`config.mk`:
```
export PLATFORM = sky130hd
export DESIGN_NAME = slow_clk_monitor
export DESIGN_NICKNAME = d
export VERILOG_FILES = /design/src/rtl/slow_clk_monitor_pkg.sv /design/src/rtl/slow_clk_monitor_sync_edge_det.sv /design/src/rtl/slow_clk_monitor.sv
export SDC_FILE = /design/constraint.sdc
export NUM_CORES = 1
export LEC_CHECK = 0
export CORE_ASPECT_RATIO = 1.1
export CORE_MARGIN = 1.5
export CORE_UTILIZATION = 55
export DETAILED_ROUTE_END_ITERATION = 7
export GPL_TIMING_DRIVEN = 0
export PLACE_DENSITY = 0.79
export SLEW_MARGIN = 30
export SYNTH_ARGS = -nofsm -noshare
export SYNTH_HDL_FRONTEND = slang
export SYNTH_HIERARCHICAL = 1
export SYNTH_SLANG_ARGS = --single-unit
```
`constraint.sdc`:
```
create_clock -name clk_100MHz -period 2.2 [get_ports clk_100MHz]
set_input_delay 0.44 -clock clk_100MHz [delete_from_list [all_inputs] [get_ports clk_100MHz]]
set_output_delay 0.44 -clock clk_100MHz [all_outputs]
set_load 0.02 [all_outputs]
```
`src/rtl/slow_clk_monitor_pkg.sv`:
```
// Shared constants and FSM encoding for the slow-clock monitor.
package slow_clk_monitor_pkg;

  localparam int CLK_SYS_HZ   = 100000000;
  localparam int DEF_EXP_HALF = 45000001;
  localparam int DEF_TOL      = 1000;

  typedef enum logic [1:0] {
    IDLE    = 2'd0,
    MEASURE = 2'd1,
    LOST    = 2'd2
  } mon_state_t;

endpackage

```
`src/rtl/slow_clk_monitor_sync_edge_det.sv`:
```
// Multi-flop synchroniser with edge detection on the synchronised level.
module sync_edge_det #(
  parameter int SYNC_STAGES = 2
) (
  input  logic clk_100MHz,
  input  logic rst_n,
  input  logic async_in,
  output logic level,
  output logic rise,
  output logic fall
);

  logic [SYNC_STAGES-1:0] sync;
  logic                   prev;

  always_ff @(posedge clk_100MHz or negedge rst_n) begin
    if (!rst_n) begin
      sync <= '0;
      prev <= 1'b0;
    end else begin
      sync <= {sync[SYNC_STAGES-2:0], async_in};
      prev <= sync[SYNC_STAGES-1];
    end
  end

  assign level = sync[SYNC_STAGES-1];
  assign rise  = level & ~prev;
  assign fall  = ~level & prev;

endmodule

```
`src/rtl/slow_clk_monitor.sv`:
```
// Slow-clock receiver: synchronised rise/fall ticks, half-period measurement
// with too-fast / too-slow / lost detection, and a wrapping edge counter.
module slow_clk_monitor
  import slow_clk_monitor_pkg::*;
#(
  parameter int SYNC_STAGES = 2,
  parameter int CNT_W       = 27,
  parameter int EXP_HALF    = DEF_EXP_HALF,
  parameter int TOL         = DEF_TOL,
  parameter int EDGE_W      = 16
) (
  input  logic              clk_100MHz,
  input  logic              rst_n,
  input  logic              slow_clk_in,
  output logic              tick_rise,
  output logic              tick_fall,
  output logic [CNT_W-1:0]  half_period,
  output logic              period_valid,
  output logic              too_fast,
  output logic              too_slow,
  output logic              lost,
  output logic [EDGE_W-1:0] edge_count
);

  localparam int LO_I = (EXP_HALF > TOL) ? EXP_HALF - TOL : 0;
  localparam logic [CNT_W-1:0] LO  = CNT_W'(LO_I);
  localparam logic [CNT_W-1:0] HI  = CNT_W'(EXP_HALF + TOL);
  localparam logic [CNT_W-1:0] LIM = CNT_W'(EXP_HALF + TOL + 1);

  if (longint'(EXP_HALF) + longint'(TOL) + 1 > (longint'(1) << CNT_W) - 1) begin : g_width_err
    $error("slow_clk_monitor: EXP_HALF+TOL+1 does not fit in CNT_W bits");
  end

  logic       level, rise, fall, any_edge;
  logic [CNT_W-1:0] cnt, cnt_inc;
  mon_state_t state;

  sync_edge_det #(.SYNC_STAGES(SYNC_STAGES)) u_sync (
    .clk_100MHz (clk_100MHz),
    .rst_n      (rst_n),
    .async_in   (slow_clk_in),
    .level      (level),
    .rise       (rise),
    .fall       (fall)
  );

  assign any_edge = rise | fall;
  assign cnt_inc  = (&cnt) ? cnt : cnt + CNT_W'(1);

  // cnt is reloaded with 1 on the tick cycle so the value captured at the
  // next tick equals the number of cycles between the two ticks.
  always_ff @(posedge clk_100MHz or negedge rst_n) begin
    if (!rst_n) begin
      state        <= IDLE;
      cnt          <= '0;
      tick_rise    <= 1'b0;
      tick_fall    <= 1'b0;
      half_period  <= '0;
      period_valid <= 1'b0;
      too_fast     <= 1'b0;
      too_slow     <= 1'b0;
      lost         <= 1'b0;
      edge_count   <= '0;
    end else begin
      tick_rise    <= any_edge & level;
      tick_fall    <= any_edge & ~level;
      period_valid <= 1'b0;
      if (any_edge) edge_count <= edge_count + 1'b1;
      case (state)
        IDLE: begin
          if (any_edge) begin
            state <= MEASURE;
            cnt   <= CNT_W'(1);
          end
        end
        MEASURE: begin
          if (any_edge) begin
            half_period  <= cnt;
            period_valid <= 1'b1;
            too_fast     <= (cnt < LO);
            too_slow     <= (cnt > HI);
            cnt          <= CNT_W'(1);
          end else if (cnt == LIM) begin
            state    <= LOST;
            lost     <= 1'b1;
            too_slow <= 1'b1;
            cnt      <= cnt_inc;
          end else begin
            cnt <= cnt_inc;
          end
        end
        LOST: begin
          if (any_edge) begin
            state <= MEASURE;
            lost  <= 1'b0;
            cnt   <= CNT_W'(1);
          end else begin
            cnt <= cnt_inc;
          end
        end
        default: begin
          state <= IDLE;
          cnt   <= '0;
        end
      endcase
    end
  end

endmodule

```
Yosys cells after proc, flatten, opt, wreduce, memory -nomap -nowiden
Cells that the tools add are included.

storage, ports and cells
  register bits = 81
  output and inout port bits = 49
  RAM bits = 0
  latch bits = 0
  memories kept = 0
  word-level logic and storage cells = 58
  bits in read-only memories = 0
  bits of input ports = 3

operators by class
  reduce and logical (&&, ||, !) cells = 11
  bitwise gates (word level) = 7
  order comparisons = 2
  eq/ne operators = 9
  divide/modulo/power cells = 0
  shift operators = 0
  $mul = 0
  $add $sub $neg = 2
  muxes and demuxes = 15

operators with widths
  cell                     number
  $mux W27                 3
  $pmux W27 S2             1
  $add A27 B1 Y27 const B  1
  $eq A27 B26 Y1 const B   1
  $gt A27 B26 Y1 const B   1
  $lt A27 B26 Y1 const B   1
  $reduce_and A27 Y1       1
  $add A16 B1 Y16 const B  1
  $ne A2 B2 Y1 const B     4
  $mux W1                  6
  $mux W2                  3
  $reduce_and A2 Y1        3
  $and A1 B1 Y1            4
  $pmux W2 S2              1
  $reduce_and A4 Y1        1
  $reduce_bool A2 Y1       2
  $reduce_or A2 Y1         2
  $ne A3 B3 Y1 const B     1
  $reduce_and A3 Y1        1
  $eq A2 B1 Y1 const B     1
  $eq A2 B2 Y1 const B     1
  $logic_not A2 Y1         1
  $ne A2 B1 Y1 const B     1
  $not A1 Y1               2
  other kinds (2)          2

Depth between registers and ports, before layout
Gate-level depths: netlist of run 1.

  depth in word-level cells = 5
  depth in mapped cells = 9
  gate-level depth less buffers = 8

By module
The synthesis of run 1 kept the hierarchy.

modules (own cells, without submodules)
  module            cells an instance  area an instance (um^2)  sequential area each (um^2)  times used
  slow_clk_monitor  431                4035.1                   1951.9                       1
  sync_edge_det     5                  90.1                     75.1                         1

Worst setup path after synthesis of run 1
OpenSTA, ideal clock, no wires.

  path kind = reg2reg
  from = reg state[0]
  to = reg cnt[24]
  period minus slack after synthesis = 2.033 ns
  library setup time = 0.124 ns
  setup slack = 0.167 ns
  data required time = 2.076 ns
  stages on the path, launching flop included = 9
  buffers on the path = 1
  arrival = 1.909 ns
  path through = dfrtp_1 inv_1 ha_1 nand4_1 nor4_4 a21boi_2 buf_6 and3_1 a211o_1

between the ends
  cells in the longest elaborated chain, start to end = 4
  elaborated cells on any way between the ends = 8
  classes of those cells = eq/ne: 4; mux: 1; reduce/logical: 3

RTL lines
  what                                                 RTL line                source
  start, declared                                      slow_clk_monitor.sv:36  mon_state_t state;
  start signal, assigned                               slow_clk_monitor.sv:54  state <= IDLE;
  start signal, assigned                               slow_clk_monitor.sv:72  state <= MEASURE;
  start signal, assigned                               slow_clk_monitor.sv:84  state <= LOST;
  $eq A2 B2 Y1 / $eq A2 B1 Y1 (equally long branches)  slow_clk_monitor.sv:69  case (state)
  $reduce_or A2 Y1 (no source line)                    --
  $ne A3 B3 Y1 (no source line)                        --
  $reduce_and A2 Y1 (no source line)                   --
  end signal, assigned                                 slow_clk_monitor.sv:87  cnt <= cnt_inc;
  end signal, assigned                                 slow_clk_monitor.sv:89  cnt <= cnt_inc;
  end signal, assigned                                 slow_clk_monitor.sv:98  cnt <= cnt_inc;
  end, declared                                        slow_clk_monitor.sv:35  logic [CNT_W-1:0] cnt, cnt_inc;

Parallel ways exist; a longest one is shown, timed or not.
A chain may end at the register's enable or synchronous reset.

Worst setup path after layout of run 1
  from = reg u_sync.sync[1]
  to = reg cnt[20]

between the ends
  cells in the longest elaborated chain, start to end = 5
  elaborated cells on any way between the ends = 9
  classes of those cells = eq/ne: 2; mux: 2; bitwise: 4; reduce/logical: 1

RTL lines
  what                                                      RTL line                              source
  start, declared                                           slow_clk_monitor_sync_edge_det.sv:13  logic [SYNC_STAGES-1:0] sync;
  start signal, assigned                                    slow_clk_monitor_sync_edge_det.sv:21  sync <= {sync[SYNC_STAGES-2:0], async_in};
  $not A1 Y1 (*)                                            slow_clk_monitor_sync_edge_det.sv:28  assign fall = ~level & prev;
  $and A1 B1 Y1 (*)                                         slow_clk_monitor_sync_edge_det.sv:28
  named net fall                                            slow_clk_monitor.sv:34                logic level, rise, fall, any_edge;
  $or A1 B1 Y1 (*)                                          slow_clk_monitor.sv:47                assign any_edge = rise | fall;
  $mux W27 (tied with other cells)                          slow_clk_monitor.sv:77                if (any_edge) begin
  $pmux W27 S2 / $reduce_and A2 Y1 (equally long branches)  --

The timed path passes the listed nets; every way through them passes the cells marked *.

==> impl_metrics.yaml, run 1 <==
worst_setup_path:
  cp_data_arrival_time_ps: 2470
  reg2reg_slack_ps: 30
  cp-start-kind: "flop"
  worst-path-max-fanout: 6
  crit_path_end_kind: "flop"
  worstPathRequired_ps: 2500
  worstSetupPathType: "flop to flop"
synth:
  synth_area_sq_mm: 0.00413
  synth_seq_cells: 81
  syn_avg_cell_area_sq_um: 9.46
  yosysWarnings: 6
  synth_edf_count: 0
  async_reset_ff_share_pct: 100
  ys_types: 54
  netlist_instances: 436
  synth_seq_area_share_pct: 49.1
  ys.flop_type: "dfrtp_1"
  synthesis.nets: 447
placed_design:
  gp_congestion: 0.899
  port-buffer-count: 51
  dp_slack_ps: -283
  hpwl_mm: 7.28
die:
  core_area_sq_mm: 0.00713
  num_rows: 32
  dieArea_sq_mm: 0.00803
  top_level_ports: 52
  die_h_um: 93.8
  die_w_um: 85.6
  initial_core_util_pct: 57.9
layout:
  n_antenna_cell: 0
  fin_nets: 524
  area_growth_pct: 25.8
  drive_above_1_share_pct: 16.0
clock_network:
  cts_tree: "built"
  cts_buffers: 9
  clock_path_buffers: 2
  clock_latency_ps: 360
  path_clk_slew_ps: 80
  clock-root-buffer: "clkbuf_8"
  cts_max_level: 3
  clock-sinks: 81
route:
  wl_per_cell_um: 17.9
  first_iter_violations: 324
  via_per_inst: 6.18
  drc: 4
  vias: 3728
  route.antenna.remaining_nets: 0
  topRoutingLayerUsed: "met4"
  wl_met1_mm: 4.46
  drt_pass1_iterations: 7
  routed_wirelength_mm: 10.8
  wl_met2_mm: 5.25
  met3_length_um: 665
grt:
  grt_pass1_wl_mm: 17.0
  overflow: 0
  antenna_found_initial: 0
  grt_pass1_vias: 3526
  grt_usage_pct: 27.4
  grt_max_degree: 57
timing:
  finalCritPeriodShare_pct: 98.8
  worst_slack_ps: 27.2
  setup_viol: 0
  finalHoldViolations: 0
  final.setup_skew_ps: 10.4
  final.setup.tns_ps: 0
  drv_slew: 0
  max_freq_ghz: 0.460
  fin_crit_ps: 2170
  relSlewSlack_pct: 61.9
  rsz0062_at_grt: "yes"
  tightest_slew_ps: 572
status:
  failed_checks: "design-rule violations"
  status: "complete, but fails checks"
min_path:
  hold_path_class: "flop to flop"
job:
  maxCapViolCount: 0
pwr:
  powerDensity_mw_per_mm2: 800
  p_leak_nw: 2.41
  power.total_w: 0.00415
  ir_drop_v: 0.000485
==> timing repair <==
action                                  4_1_cts  5_1_grt
endpoints found under the setup margin       37       25
setup buffers                                 8        6
resized for setup                            10       19
hold buffers                                  1        0
gates cloned                                  0        2
pin swaps                                     5       14
hold endpoints to repair                     25        0
==> critical path: stages (launching register included) <==
cell and delay, ps:
dfrtp_1 400, and2b_2 260, or2_4 290, nor3_2 200
a21bo_2 310, buf_4 150, buf_4 120, nor4_1 250
a211o_1 130
==> cell usage after synthesis, types with 2 or more instances <==
| library cell | number | share of area (%) |
|---|---|---|
| nand4_1 | 13 | 2.0 |
| a311oi_1 | 3 | 0.64 |
| a22oi_1 | 3 | 0.55 |
| nand3_1 | 19 | 2.3 |
| nor2_1 | 16 | 1.5 |
| buf_6 | 3 | 0.82 |
| nor3_1 | 11 | 1.3 |
| and4_1 | 4 | 0.85 |
| o211ai_1 | 9 | 1.6 |
| nand2b_1 | 2 | 0.30 |
| a21oi_1 | 8 | 0.97 |
| o22ai_1 | 6 | 0.91 |
| nand2_1 | 96 | 8.7 |
| buf_2 | 7 | 0.85 |
| clkbuf_1 | 11 | 1.0 |
| nor4_4 | 2 | 1.0 |
| xnor2_1 | 13 | 2.8 |
| ha_1 | 8 | 2.4 |
| or3_1 | 4 | 0.61 |
| a21o_1 | 7 | 1.3 |
| a31oi_1 | 4 | 0.61 |
| nor2b_1 | 2 | 0.30 |
| nor4_1 | 15 | 2.3 |
| xor2_1 | 2 | 0.42 |
| o21ai_0 | 14 | 1.7 |
| and3_1 | 14 | 2.1 |
| buf_4 | 4 | 0.73 |
| o31ai_1 | 2 | 0.36 |
| o41ai_1 | 6 | 1.3 |
| a211o_1 | 9 | 1.9 |
| inv_1 | 14 | 1.3 |
| dfrtp_1 | 81 | 49 |
| and2_1 | 3 | 0.46 |
==> registers in the layout (all words and copies together), names as in the netlist <==
signal	count
u_sync/prev	1
too_fast	1
state	2
cnt	27
tick_fall	1
half_period	27
edge_count	16
too_slow	1
tick_rise	1
u_sync/sync	2
lost	1
period_valid	1
==> final timing paths <==
check | start | to | cells after the start
hold / removal | u_sync/sync[0] | u_sync/sync[1] | 0
hold reg to reg | u_sync/sync[0] | u_sync/sync[1] | 0
max in group asynchronous | rst_n | cnt[25] | 3
min in group asynchronous | rst_n | state[1] | 2
setup / recovery | u_sync/sync[1] | cnt[20] | 8
setup reg to reg | u_sync/sync[1] | cnt[20] | 8
==> cell usage in the layout, fill, tap and decap left out, drive strengths merged, types with 2 or more instances in the layout <==
cell and count:
nand2 96, dfrtp 81, clkdlybuf4s50 50, buf 33
nand3 19, clkbuf 19, nor4 18, nor2 17
inv 15, o21ai 14, nand4 14, and3 14
xnor2 13, nor3 12, a211o 9, o211ai 9
a21oi 9, ha 8, a21o 7, o22ai 6
o41ai 6, and4 4, or3 4, a31oi 4
and2 3, a22oi 3, a311oi 3, xor2 2
nand2b 2, o31ai 2, clkinvlp 2, nor2b 2
clkinv 2
==> power breakdown <==
part           internal [W]  switching (W)
clock              0.000528       0.000562
sequential          0.00161       0.000144
combinational      0.000550       0.000756
==> logic make-up after synthesis <==
kind of cell / Yosys count / synth area share (%)
fa+ha+maj: 8 / 2.43
compound gates: 80 / 13.9
simple gates: 211 / 26.4
buf+inv: 41 / 4.88
xor+xnor: 15 / 3.18
flops: 81 / 49.1
==> through the flow <==
stage          cell area (sq um)  util [%]  cells  hold WS (ps)
4_1_cts                     5060      71.0    597           367
5_1_grt                     5190      72.8    603           380
3_3_place_gp                4740      66.5    572           345
6_report                    5190      72.8    603           362
2_1_floorplan               4130         -    436           144
3_5_place_dp                4770      66.9    573           322
==> final cells by class <==
class	instances	area, sq um
Buffer	24	141
Clock buffer	10	128
Clock inverter	6	67.6
Fill cell	544	1940
Inverter	14	52.6
Multi-Input combinational cell	314	2000
Sequential cell	81	2030
Tap cell	85	106
Timing Repair Buffer	69	667
==> per-layer routing <==
metal | vias up | global-route usage (%)
met1 | 1800 | 34.8
met3 | 32 | 3.87
li1 | 1728 | -
met5 | - | 0
met2 | 168 | 45.7
met4 | 0 | 13.7
Note: power is estimated with default switching activity, not from simulation.
==> run 2, diff against run 1 <==
SYNTH_HIERARCHICAL = unset   (was 1)
==> impl_metrics.yaml, run 2 <==
status:
  status: "complete, no violations"
clock_network:
  cts_max_level: 3
  clock_path_buffers: 2
  clock-root-buffer: "clkbuf_8"
  cts_buffers: 9
  clock-sinks: 81
  path_clk_slew_ps: 90
  clock_latency_ps: 360
  cts_tree: "built"
route:
  drt_pass1_iterations: 6
  route.antenna.remaining_nets: 0
  via_per_inst: 5.97
  vias: 3644
  drc: 0
  wl_per_cell_um: 17.2
  first_iter_violations: 290
  routed_wirelength_mm: 10.5
grt:
  overflow: 0
  grt_usage_pct: 27.3
  grt_pass1_wl_mm: 17.0
  grt-busiest-layer: "met2"
  use_met3_pct: 5.18
  grt_max_degree: 55
  use_met2_pct: 45.0
  use_met1_pct: 35.8
  grt_pass1_vias: 3441
  antenna_found_initial: 0
worst_setup_path:
  worstSetupPathType: "flop to flop"
  worstPathRequired_ps: 2440
  cp_data_arrival_time_ps: 2390
  worst-path-max-fanout: 10
  cp-start-kind: "flop"
  crit_path_end_kind: "flop"
pwr:
  ir_drop_v: 0.000395
  internal_power_w: 0.00259
  power.total_w: 0.00404
  p_leak_nw: 2.36
  swShare_pct: 36.0
  p_seq_share_pct: 42.9
  p_clk_share_pct: 24.9
  powerDensity_mw_per_mm2: 775
  p_switching_w: 0.00145
  comb_power_share_pct: 32.2
synth:
  synth_common_cells: "nand2_1 (102), dfrtp_1 (81), nand3_1 (29)"
  syn_avg_cell_area_sq_um: 9.13
  ys.flop_type: "dfrtp_1"
  synth.most_common_cell: "nand2_1"
  synthesis.nets: 466
  synth_area_sq_mm: 0.00414
  async_reset_ff_share_pct: 100
  ys_top_cells_by_area: "dfrtp_1 (49%), nand2_1 (9.3%), nand3_1 (3.5%)"
  ys_types: 58
  synth_top_area_cell: "dfrtp_1"
  yosysWarnings: 0
  netlist_instances: 453
  synth_seq_area_share_pct: 49.0
  synth_seq_cells: 81
  synth_edf_count: 0
  synth_top_area_share_pct: 49.0
timing:
  finalCritPeriodShare_pct: 97.5
  worst_slack_ps: 54.0
  final.setup_skew_ps: 12.0
  relSlewSlack_pct: 47.2
  max_freq_ghz: 0.466
  worst_hold_slack_ps: 362
  finalHoldViolations: 0
  fin_crit_ps: 2150
  tightest_slew_ps: 785
  setup_viol: 0
  drv_slew: 0
layout:
  final_common_cell: "nand2_1"
  fin_nets: 533
  utilization_pct: 72.8
  drive_above_1_share_pct: 14.3
  top_regs: "cnt: 27 flops, half_period: 27 flops, edge_count: 16 flops"
  mostFrequentLayoutCells: "nand2_1 (101), dfrtp_1 (75), clkdlybuf4s50_1 (50)"
  area_growth_pct: 26.2
  n_fill_cell: 551
  n_antenna_cell: 0
die:
  top_level_ports: 52
  core_area_sq_mm: 0.00717
  num_rows: 32
  dieArea_sq_mm: 0.00805
  initial_core_util_pct: 57.7
  die_h_um: 94.0
  die_w_um: 85.7
job:
  maxCapViolCount: 0
placed_design:
  gp_congestion: 0.937
  dp_slack_ps: -524
  hpwl_mm: 7.20
  port-buffer-count: 51
min_path:
  hold_path_class: "flop to flop"
run 2: changes by cell type in the layout (fill, tap and decap cells not counted), sizes merged, moves of 6 or more:
cell	change
nor4	-13
nand3	+10
nand2	+7
and3	-6
a21o	-6
buf	-8
o211ai	-7
a211o	-8
run 2: cell type report:
type / count / area [sq um] / share of cell area, %
Buffer: 24 / 161 / 3.09
Clock buffer: 11 / 141 / 2.71
Clock inverter: 5 / 40.0 / 0.767
Inverter: 16 / 60.1 / 1.15
Multi-Input combinational cell: 325 / 2050 / 39.3
Sequential cell: 81 / 2030 / 39.0
Tap cell: 85 / 106 / 2.04
Timing Repair Buffer: 63 / 624 / 12.0
run 2: what timing repair did:
action	in CTS	in global routing
endpoints found under the setup margin	54	44
gates cloned	0	0
hold buffers	1	0
pin swaps	5	5
gates resized for setup	32	24
setup buffers	7	3
endpoints found under the hold margin	27	0
run 2: path summary, 6_finish.rpt:
path | cells after the start | from | endpoint | slack [ps]
worst min register to register | 0 | u_sync.sync[0] | u_sync.sync[1] | 360
worst max-delay path | 7 | cnt[17] | cnt[0] | 50
worst min-delay path | 0 | u_sync.sync[0] | u_sync.sync[1] | 360
max in group asynchronous | 3 | rst_n | cnt[21] | 1130
min in group asynchronous | 2 | rst_n | tick_fall | 510
worst max register to register | 7 | cnt[17] | cnt[0] | 50
run 2: power by group through the flow:
stage / clock network, W / logic [W] / registers [W]
5_1_grt: 0.00109 / 0.00142 / 0.00175
2_1_floorplan: 0 / 0.000562 / 0.00188
3_3_place_gp: 0 / 0.00109 / 0.00178
3_5_place_dp: 0 / 0.00112 / 0.00179
4_1_cts: 0.00102 / 0.00123 / 0.00173
6_report: 0.00101 / 0.00130 / 0.00173
run 2: logic make-up after synthesis:
kind of cell,share of synthesized area (%)
AOI/OAI and AO/OA,11.2
xor gates and xnor gates,3.39
adders and majority gates,3.02
buffers and inverters,4.90
DFF,49.0
muxes,0.272
and+or+nand+nor,28.2
run 2: worst max-delay path, cell delays in order, from the launching register on:
cell     delay (ps)
dfrtp_1         450
and4_4          340
nand3_4         130
or4_4           550
buf_6           150
buf_6           140
a22oi_1         170
o31ai_1          90
run 2: per-layer routing:
metal / part of all wire, % / vias up
li1: - / 1724
met1: 44 / 1758
met2: 48 / 136
met3: 5.2 / 26
met4: 2.2 / 0
met5: 0 / -
run 2: metrics by stage:
stage | std cells | TNS, ps | instance area (sq um)
6_report | 610 | 0 | 5220
3_5_place_dp | 590 | -9470 | 4780
4_1_cts | 609 | 0 | 5100
5_1_grt | 610 | -17.9 | 5220
3_3_place_gp | 589 | -180860 | 4750
2_1_floorplan | 453 | 0 | 4140
